==> config.mk <==
export PLATFORM = sky130hd
export DESIGN_NAME = conv2_ctrl_flat
export DESIGN_NICKNAME = d
export VERILOG_FILES = /design/src/rtl/conv2_ctrl_pkg.sv /design/src/rtl/conv2_ctrl_if.sv /design/src/rtl/conv2_ctrl_delay_line.sv /design/src/rtl/conv2_ctrl.sv /design/src/flat_wrapper.sv
export SDC_FILE = /design/constraint.sdc
export NUM_CORES = 1
export LEC_CHECK = 0
export ABC_AREA = 1
export CORE_UTILIZATION = 28
export DETAILED_ROUTE_END_ITERATION = 10
export GPL_ROUTABILITY_DRIVEN = 0
export PLACE_DENSITY = 0.52
export SYNTH_ARGS = -nofsm -noshare
export SYNTH_HDL_FRONTEND = slang
export SYNTH_SLANG_ARGS = --single-unit
==> constraint.sdc <==
create_clock -name clk -period 5.65 [get_ports clk]
set_clock_uncertainty 0.15 [all_clocks]
set_input_delay 0.565 -clock clk [delete_from_list [all_inputs] [get_ports clk]]
set_output_delay 0.565 -clock clk [all_outputs]
set_load 0.03 [all_outputs]
==> src/rtl/conv2_ctrl_pkg.sv <==
// conv2_ctrl_pkg: shared constants, state encoding and small structs for the
// conv2 layer sequencer.
package conv2_ctrl_pkg;

  // Layer geometry and datapath latencies (defaults for the top parameters).
  localparam int C2_IN_DIM   = 14;
  localparam int C2_K        = 5;
  localparam int C2_OUT_DIM  = 10;
  localparam int C2_RD_LAT   = 1;
  localparam int C2_MAC_LAT  = 1;
  localparam int C2_EXEC_LAT = 2;

  // Derived widths.
  localparam int F3_AW  = 8;  // f3 address, 0..195
  localparam int F4_AW  = 7;  // f4 address, 0..99
  localparam int TAP_W  = 5;  // kernel tap, 0..24
  localparam int POS_W  = 4;  // output row/col counter
  localparam int KOFF_W = 3;  // ky/kx counter

  typedef enum logic [1:0] {
    IDLE  = 2'd0,
    RUN   = 2'd1,
    DRAIN = 2'd2,
    FIN   = 2'd3
  } state_t;

  // MAC strobes travelling through the read-latency delay.
  typedef struct packed {
    logic en;
    logic first;
  } mac_strb_t;

  // Per-pixel write token travelling through the full result latency.
  typedef struct packed {
    logic             vld;
    logic [F4_AW-1:0] addr;
  } wr_tok_t;

  // Cycles from the last tap issue of a pixel to its f4 write.
  function automatic int wr_lat(input int rd_lat, input int mac_lat, input int exec_lat);
    return rd_lat + mac_lat + exec_lat;
  endfunction

endpackage

==> src/rtl/conv2_ctrl_if.sv <==
// conv2_ctrl_if: control bundle between the conv2 sequencer and the datapath.
//   start      : one-cycle run request (into the sequencer)
//   busy/done  : layer status, done pulses once after the final f4 write
//   f3_rd/f3_raddr/w_tap : feature-map read and matching weight tap
//   mac_en/mac_first     : accumulate strobes aligned with f3 read data
//   f4_we/f4_waddr       : output-plane write
// master = sequencer side, slave = datapath / requester side.
interface conv2_ctrl_if;
  logic                              start;
  logic                              busy;
  logic                              done;
  logic                              f3_rd;
  logic [conv2_ctrl_pkg::F3_AW-1:0]  f3_raddr;
  logic [conv2_ctrl_pkg::TAP_W-1:0]  w_tap;
  logic                              mac_en;
  logic                              mac_first;
  logic                              f4_we;
  logic [conv2_ctrl_pkg::F4_AW-1:0]  f4_waddr;

  modport master (
    input  start,
    output busy, done, f3_rd, f3_raddr, w_tap, mac_en, mac_first, f4_we, f4_waddr
  );

  modport slave (
    output start,
    input  busy, done, f3_rd, f3_raddr, w_tap, mac_en, mac_first, f4_we, f4_waddr
  );
endinterface

==> src/rtl/conv2_ctrl_delay_line.sv <==
// ctrl_delay_line: WIDTH-bit shift register, DEPTH stages (DEPTH >= 1).
//   clk : rising-edge clock
//   clr : synchronous active-high clear of every stage
//   d   : input, appears on q exactly DEPTH cycles later
//   q   : delayed output
module ctrl_delay_line #(
  parameter int WIDTH = 1,
  parameter int DEPTH = 1
) (
  input  logic             clk,
  input  logic             clr,
  input  logic [WIDTH-1:0] d,
  output logic [WIDTH-1:0] q
);
  logic [DEPTH-1:0][WIDTH-1:0] pipe;

  always_ff @(posedge clk) begin
    if (clr) begin
      pipe <= '0;
    end else begin
      pipe[0] <= d;
      for (int i = 1; i < DEPTH; i++) pipe[i] <= pipe[i-1];
    end
  end

  assign q = pipe[DEPTH-1];
endmodule

==> src/rtl/conv2_ctrl.sv <==
// conv2_ctrl: sequencer for the second convolution layer.
// Walks row/col over the output plane and ky/kx over the kernel, one tap per
// cycle, drives the f3 read / weight tap / MAC strobes, and delays a per-pixel
// token through the MAC + execute pipeline to produce the f4 write.
//   clk   : rising-edge clock
//   rst_n : synchronous reset, asserted HIGH despite the name
//   bus   : conv2_ctrl_if master (start in; status, read, MAC, write out)
module conv2_ctrl
  import conv2_ctrl_pkg::*;
#(
  parameter int IN_DIM   = C2_IN_DIM,
  parameter int K        = C2_K,
  parameter int OUT_DIM  = C2_OUT_DIM,
  parameter int RD_LAT   = C2_RD_LAT,
  parameter int MAC_LAT  = C2_MAC_LAT,
  parameter int EXEC_LAT = C2_EXEC_LAT
) (
  input  logic          clk,
  input  logic          rst_n,
  conv2_ctrl_if.master  bus
);
  localparam int LAT = wr_lat(RD_LAT, MAC_LAT, EXEC_LAT);

  localparam logic [KOFF_W-1:0] K_LAST   = KOFF_W'(K - 1);
  localparam logic [POS_W-1:0]  O_LAST   = POS_W'(OUT_DIM - 1);
  localparam logic [F3_AW-1:0]  IN_DIM_A = F3_AW'(IN_DIM);
  localparam logic [F4_AW-1:0]  OUT_DIM_A = F4_AW'(OUT_DIM);
  localparam logic [TAP_W-1:0]  K_T      = TAP_W'(K);
  localparam logic [TAP_W-1:0]  TAP_LAST = TAP_W'(K * K - 1);
  localparam logic [F4_AW-1:0]  PIX_LAST = F4_AW'(OUT_DIM * OUT_DIM - 1);

  state_t             state;
  logic [POS_W-1:0]   row, col, row_n, col_n;
  logic [KOFF_W-1:0]  ky, kx, ky_n, kx_n;
  logic               last_tap;
  logic               busy_r, done_r, f3_rd_r;
  logic [F3_AW-1:0]   f3_raddr_r;
  logic [TAP_W-1:0]   w_tap_r;

  mac_strb_t          mac_in, mac_q;
  wr_tok_t            wr_in, wr_q;

  function automatic logic [F3_AW-1:0] f3_addr(input logic [POS_W-1:0] r, c,
                                                input logic [KOFF_W-1:0] y, x);
    return (F3_AW'(r) + F3_AW'(y)) * IN_DIM_A + F3_AW'(c) + F3_AW'(x);
  endfunction

  function automatic logic [TAP_W-1:0] tap_idx(input logic [KOFF_W-1:0] y, x);
    return TAP_W'(y) * K_T + TAP_W'(x);
  endfunction

  // Next tap in the row/col/ky/kx nest. Only consumed when last_tap is low,
  // so the row increment past the final row is never used.
  always_comb begin
    row_n    = row;
    col_n    = col;
    ky_n     = ky;
    kx_n     = kx;
    last_tap = (row == O_LAST) && (col == O_LAST) && (ky == K_LAST) && (kx == K_LAST);
    if (kx != K_LAST) begin
      kx_n = kx + KOFF_W'(1);
    end else begin
      kx_n = '0;
      if (ky != K_LAST) begin
        ky_n = ky + KOFF_W'(1);
      end else begin
        ky_n = '0;
        if (col != O_LAST) begin
          col_n = col + POS_W'(1);
        end else begin
          col_n = '0;
          row_n = row + POS_W'(1);
        end
      end
    end
  end

  // Counters always describe the tap currently on f3_raddr/w_tap.
  always_ff @(posedge clk) begin
    if (rst_n) begin
      state      <= IDLE;
      row        <= '0;
      col        <= '0;
      ky         <= '0;
      kx         <= '0;
      busy_r     <= 1'b0;
      done_r     <= 1'b0;
      f3_rd_r    <= 1'b0;
      f3_raddr_r <= '0;
      w_tap_r    <= '0;
    end else begin
      case (state)
        IDLE: begin
          done_r <= 1'b0;
          if (bus.start) begin
            state      <= RUN;
            busy_r     <= 1'b1;
            f3_rd_r    <= 1'b1;
            row        <= '0;
            col        <= '0;
            ky         <= '0;
            kx         <= '0;
            f3_raddr_r <= '0;
            w_tap_r    <= '0;
          end
        end
        RUN: begin
          if (last_tap) begin
            state      <= DRAIN;
            f3_rd_r    <= 1'b0;
            row        <= '0;
            col        <= '0;
            ky         <= '0;
            kx         <= '0;
            f3_raddr_r <= '0;
            w_tap_r    <= '0;
          end else begin
            row        <= row_n;
            col        <= col_n;
            ky         <= ky_n;
            kx         <= kx_n;
            f3_raddr_r <= f3_addr(row_n, col_n, ky_n, kx_n);
            w_tap_r    <= tap_idx(ky_n, kx_n);
          end
        end
        DRAIN: begin
          // Leave as the last pixel's write is on the bus this cycle.
          if (wr_q.vld && (wr_q.addr == PIX_LAST)) begin
            state  <= FIN;
            busy_r <= 1'b0;
            done_r <= 1'b1;
          end
        end
        FIN: begin
          state  <= IDLE;
          done_r <= 1'b0;
        end
        default: state <= IDLE;
      endcase
    end
  end

  // MAC strobes follow the read by the memory latency.
  assign mac_in.en    = f3_rd_r;
  assign mac_in.first = f3_rd_r && (w_tap_r == '0);

  ctrl_delay_line #(.WIDTH($bits(mac_strb_t)), .DEPTH(RD_LAT)) u_mac_dly (
    .clk (clk),
    .clr (rst_n),
    .d   (mac_in),
    .q   (mac_q)
  );

  // Token is tagged on the last tap; address zeroed otherwise so f4_waddr idles at 0.
  assign wr_in.vld  = f3_rd_r && (w_tap_r == TAP_LAST);
  assign wr_in.addr = wr_in.vld ? (F4_AW'(row) * OUT_DIM_A + F4_AW'(col)) : '0;

  ctrl_delay_line #(.WIDTH($bits(wr_tok_t)), .DEPTH(LAT)) u_wr_dly (
    .clk (clk),
    .clr (rst_n),
    .d   (wr_in),
    .q   (wr_q)
  );

  assign bus.busy      = busy_r;
  assign bus.done      = done_r;
  assign bus.f3_rd     = f3_rd_r;
  assign bus.f3_raddr  = f3_raddr_r;
  assign bus.w_tap     = w_tap_r;
  assign bus.mac_en    = mac_q.en;
  assign bus.mac_first = mac_q.first;
  assign bus.f4_we     = wr_q.vld;
  assign bus.f4_waddr  = wr_q.addr;
endmodule
==> src/flat_wrapper.sv <==
// flat-port wrapper written by rule: the top's interface ports become plain ports
module conv2_ctrl_flat import conv2_ctrl_pkg::*;
#(
  parameter int IN_DIM   = C2_IN_DIM,
  parameter int K        = C2_K,
  parameter int OUT_DIM  = C2_OUT_DIM,
  parameter int RD_LAT   = C2_RD_LAT,
  parameter int MAC_LAT  = C2_MAC_LAT,
  parameter int EXEC_LAT = C2_EXEC_LAT
)
  (clk, rst_n, bus_start, bus_busy, bus_done, bus_f3_rd, bus_f3_raddr, bus_w_tap, bus_mac_en, bus_mac_first, bus_f4_we, bus_f4_waddr);
  conv2_ctrl_if bus_i ();
  input  logic clk;
  input  logic rst_n;
  input wire logic [$bits(bus_i.start)-1:0] bus_start;
  output wire logic [$bits(bus_i.busy)-1:0] bus_busy;
  output wire logic [$bits(bus_i.done)-1:0] bus_done;
  output wire logic [$bits(bus_i.f3_rd)-1:0] bus_f3_rd;
  output wire logic [$bits(bus_i.f3_raddr)-1:0] bus_f3_raddr;
  output wire logic [$bits(bus_i.w_tap)-1:0] bus_w_tap;
  output wire logic [$bits(bus_i.mac_en)-1:0] bus_mac_en;
  output wire logic [$bits(bus_i.mac_first)-1:0] bus_mac_first;
  output wire logic [$bits(bus_i.f4_we)-1:0] bus_f4_we;
  output wire logic [$bits(bus_i.f4_waddr)-1:0] bus_f4_waddr;
  assign bus_i.start = bus_start;
  assign bus_busy = bus_i.busy;
  assign bus_done = bus_i.done;
  assign bus_f3_rd = bus_i.f3_rd;
  assign bus_f3_raddr = bus_i.f3_raddr;
  assign bus_w_tap = bus_i.w_tap;
  assign bus_mac_en = bus_i.mac_en;
  assign bus_mac_first = bus_i.mac_first;
  assign bus_f4_we = bus_i.f4_we;
  assign bus_f4_waddr = bus_i.f4_waddr;
  conv2_ctrl #(.IN_DIM(IN_DIM), .K(K), .OUT_DIM(OUT_DIM), .RD_LAT(RD_LAT), .MAC_LAT(MAC_LAT), .EXEC_LAT(EXEC_LAT)) u_core (.clk(clk), .rst_n(rst_n), .bus(bus_i));
endmodule
==> flow_summary.json <==
{
  "status": "completed",
  "final_common_cell": "nand2_1",
  "min_period_over_period": 0.776,
  "rsz0062_at_grt": "no",
  "wl_um": 7410,
  "cts_tree": "done",
  "syn-num-nets": 535,
  "numClockSinks": 66,
  "dieHeight_um": 118,
  "avgSynthCellArea_sq_um": 7.78,
  "start_util": 0.286,
  "async_flop_share": 0,
  "clkTransAtPathRegs_ns": 0.06,
  "clock_latency_ns": 0.34,
  "pin_count": 29,
  "sequentialPowerShare": 0.379,
  "endpoint_kind": "flop",
  "p_per_area_mw_per_mm2": 301,
  "routedWlPerCell_um": 10.8,
  "slowest_stage": "fa_1",
  "root_buffer": "clkbuf_16",
  "viasPerCell": 4.23,
  "slowest_delay_ns": 0.45,
  "power_frac_comb": 0.205,
  "ys_seq_elements": 66,
  "clockBufferDepth": 2,
  "coreArea_sq_mm": 0.0132,
  "setup_tns_ns": 0,
  "swShare": 0.313,
  "rows": 42,
  "diodes": 0,
  "synth_area_sq_mm": 0.00377,
  "crit_path_start_kind": "flop",
  "htree_levels": 3,
  "p_leak_nw": 2.03,
  "final.fill_count": 1370,
  "drive_gt1_frac": 0.0938,
  "netlist_instances": 485,
  "hold_viol_final": 0,
  "grt_remaining_overflow": 0,
  "die_width_um": 118,
  "ir_worst_vdd_mv": 0.162,
  "finalSetupViolations": 0,
  "postCtsResizedCells": 0,
  "layout.cells.non_filler": 688,
  "yosysSeqAreaShare": 0.350,
  "hpwl_um": 5630,
  "grt.total_usage": 0.118,
  "worst_ep_arrival_time_ns": 4.42,
  "drtPass1Iterations": 7,
  "synth_warnings": 0,
  "drc": 0,
  "synth_edf_count": 0,
  "grt_max_degree": 54,
  "relSlewSlack": 0.325,
  "critPathKind": "flop to flop",
  "worst_pin_slew_ns": 1.01,
  "postRouteAntennaNets": 0,
  "regArea_sq_mm": 0.00132,
  "dr.first_iter.drc_count": 175,
  "crit_required_ns": 5.68,
  "cap_viol_max_count": 0,
  "syn_to_final_growth_pct": 18.4,
  "cts_buffers": 9,
  "placed_cells": 672,
  "utilization": 0.339,
  "layout_setup_ws_ns": 1.27,
  "power.internal_mw": 0.924,
  "grt_pass1_vias": 2831,
  "final_cell_mix": "87 x nand2_1, 83 x inv_1, 66 x dfxtp_1",
  "grt_pass1_wl_um": 13000,
  "power.switching_mw": 0.422,
  "final_nets": 557,
  "fp.dieArea_sq_mm": 0.0139,
  "antenna_found_initial": 0,
  "post_cts_buffers": 0,
  "fmax_ghz": 0.228,
  "synth_flop_cell": "dfxtp_1",
  "ys_types": 41,
  "hp-class": "flop to flop",
  "vias": 2910,
  "fin_crit_ns": 4.38,
  "hold_buffers": 0,
  "cp_max_fo": 6,
  "dp_slack_ns": 1.28,
  "multi_input_area_sq_mm": 0.00201,
  "slew_viol_final": 0,
  "crit_chain": "inv_1, ha_1, nand2_4, clkinv_4, nand2_8, nor2_8, nand2_1, xor2_1, ha_1, xor2_4, fa_1, ha_1, ha_1, ha_1, nand3_1, nand3_1, or2_2, a32oi_1, nor2_1",
  "numPortBuffers": 28,
  "crit_path_frequent_cell": "ha_1",
  "pwr-share-clk": 0.417
}
## routing by layer
layer | global-route usage | share of wire
met2 | 0.201 | 0.48
met5 | 0 | 0
met4 | 0.0433 | 0.016
met3 | 0.0378 | 0.035
met1 | 0.138 | 0.47
## cell usage after synthesis, types with 2 or more instances
cell type,instances,area share
nor2_1,52,0.052
o21ai_0,12,0.016
nand2_4,3,0.0090
clkbuf_1,5,0.0050
nand2_2,8,0.013
or2_2,2,0.0033
nand3_2,4,0.011
a21o_1,3,0.0060
a22oi_1,2,0.0040
nand2_1,87,0.087
and3_1,2,0.0033
nand3b_1,2,0.0040
buf_2,3,0.0040
ha_1,39,0.13
fa_1,8,0.042
a21oi_1,36,0.048
o21ai_1,3,0.0040
inv_1,83,0.083
nor2_4,2,0.0060
nor3b_1,2,0.0040
dfxtp_1,66,0.35
nand3_1,20,0.027
inv_2,5,0.0050
xnor2_1,2,0.0046
xor2_1,8,0.019
buf_4,9,0.018
nor3_1,3,0.0040
## worst paths after layout
check                                                to  depth (start not counted)  slack [ns]               startpoint
worst max-delay path             u_core.bus.f3_raddr[4]                         19        1.27             u_core.kx[0]
worst min-delay path            u_core.u_wr_dly.pipe[8]                          2        0.24  u_core.u_wr_dly.pipe[0]
worst min register to register  u_core.u_wr_dly.pipe[8]                          2        0.24  u_core.u_wr_dly.pipe[0]
worst max register to register   u_core.bus.f3_raddr[4]                         19        1.27             u_core.kx[0]
## power groups by stage
stage | clock [mW] | sequential (mW) | combinational [mW]
after floorplan | 0 | 0.554 | 0.167
after global placement | 0 | 0.519 | 0.279
after detailed placement | 0 | 0.520 | 0.280
after CTS | 0.574 | 0.510 | 0.282
after global routing | 0.598 | 0.513 | 0.316
final | 0.561 | 0.510 | 0.275
## registers in the layout (all words and copies together) (netlist names)
name and count:
u_core.bus.w_tap 5, u_core.u_wr_dly.pipe 24, u_core.state 2, u_core.u_wr_dly.q 8, u_core.bus.done 1, u_core.row 4
u_core.bus.f3_rd 1, u_core.u_mac_dly.q 2, u_core.ky 3, u_core.kx 3, u_core.col 4, u_core.bus.busy 1
u_core.bus.f3_raddr 8
## critical path: cells and delay by family (launching register included)
kind            cells  cell delay, ns
buf+inv             2            0.15
simple gates        8            0.87
flops               1            0.38
compound gates      1            0.19
fa+ha+maj           6            1.98
xor+xnor            2            0.50
## kinds of logic after synthesis
group,after synthesis,synth area share
adder cells (fa/ha/maj),47,0.172
buffers and inverters,107,0.118
AND/OR/NAND/NOR,192,0.238
flip-flops,66,0.350
AO/OA/AOI/OAI,62,0.0922
XOR/XNOR,11,0.0305
## metrics by stage
step	hold slack (ns)	area [sq um]	power (mW)
2_1_floorplan	0.238	3770	0.722
3_3_place_gp	0.245	4170	0.797
3_5_place_dp	0.245	4170	0.800
4_1_cts	0.245	4470	1.37
5_1_grt	0.261	4470	1.43
6_report	0.245	4470	1.35
## area by class of cell
class / count / share of cell area
Multi-Input combinational cell: 312 / 0.449
Sequential cell: 66 / 0.296
Inverter: 90 / 0.0767
Timing Repair Buffer: 28 / 0.0616
Clock buffer: 9 / 0.0504
Tap cell: 176 / 0.0493
Clock inverter: 7 / 0.0171
Note: power is estimated with default switching activity, not from simulation.
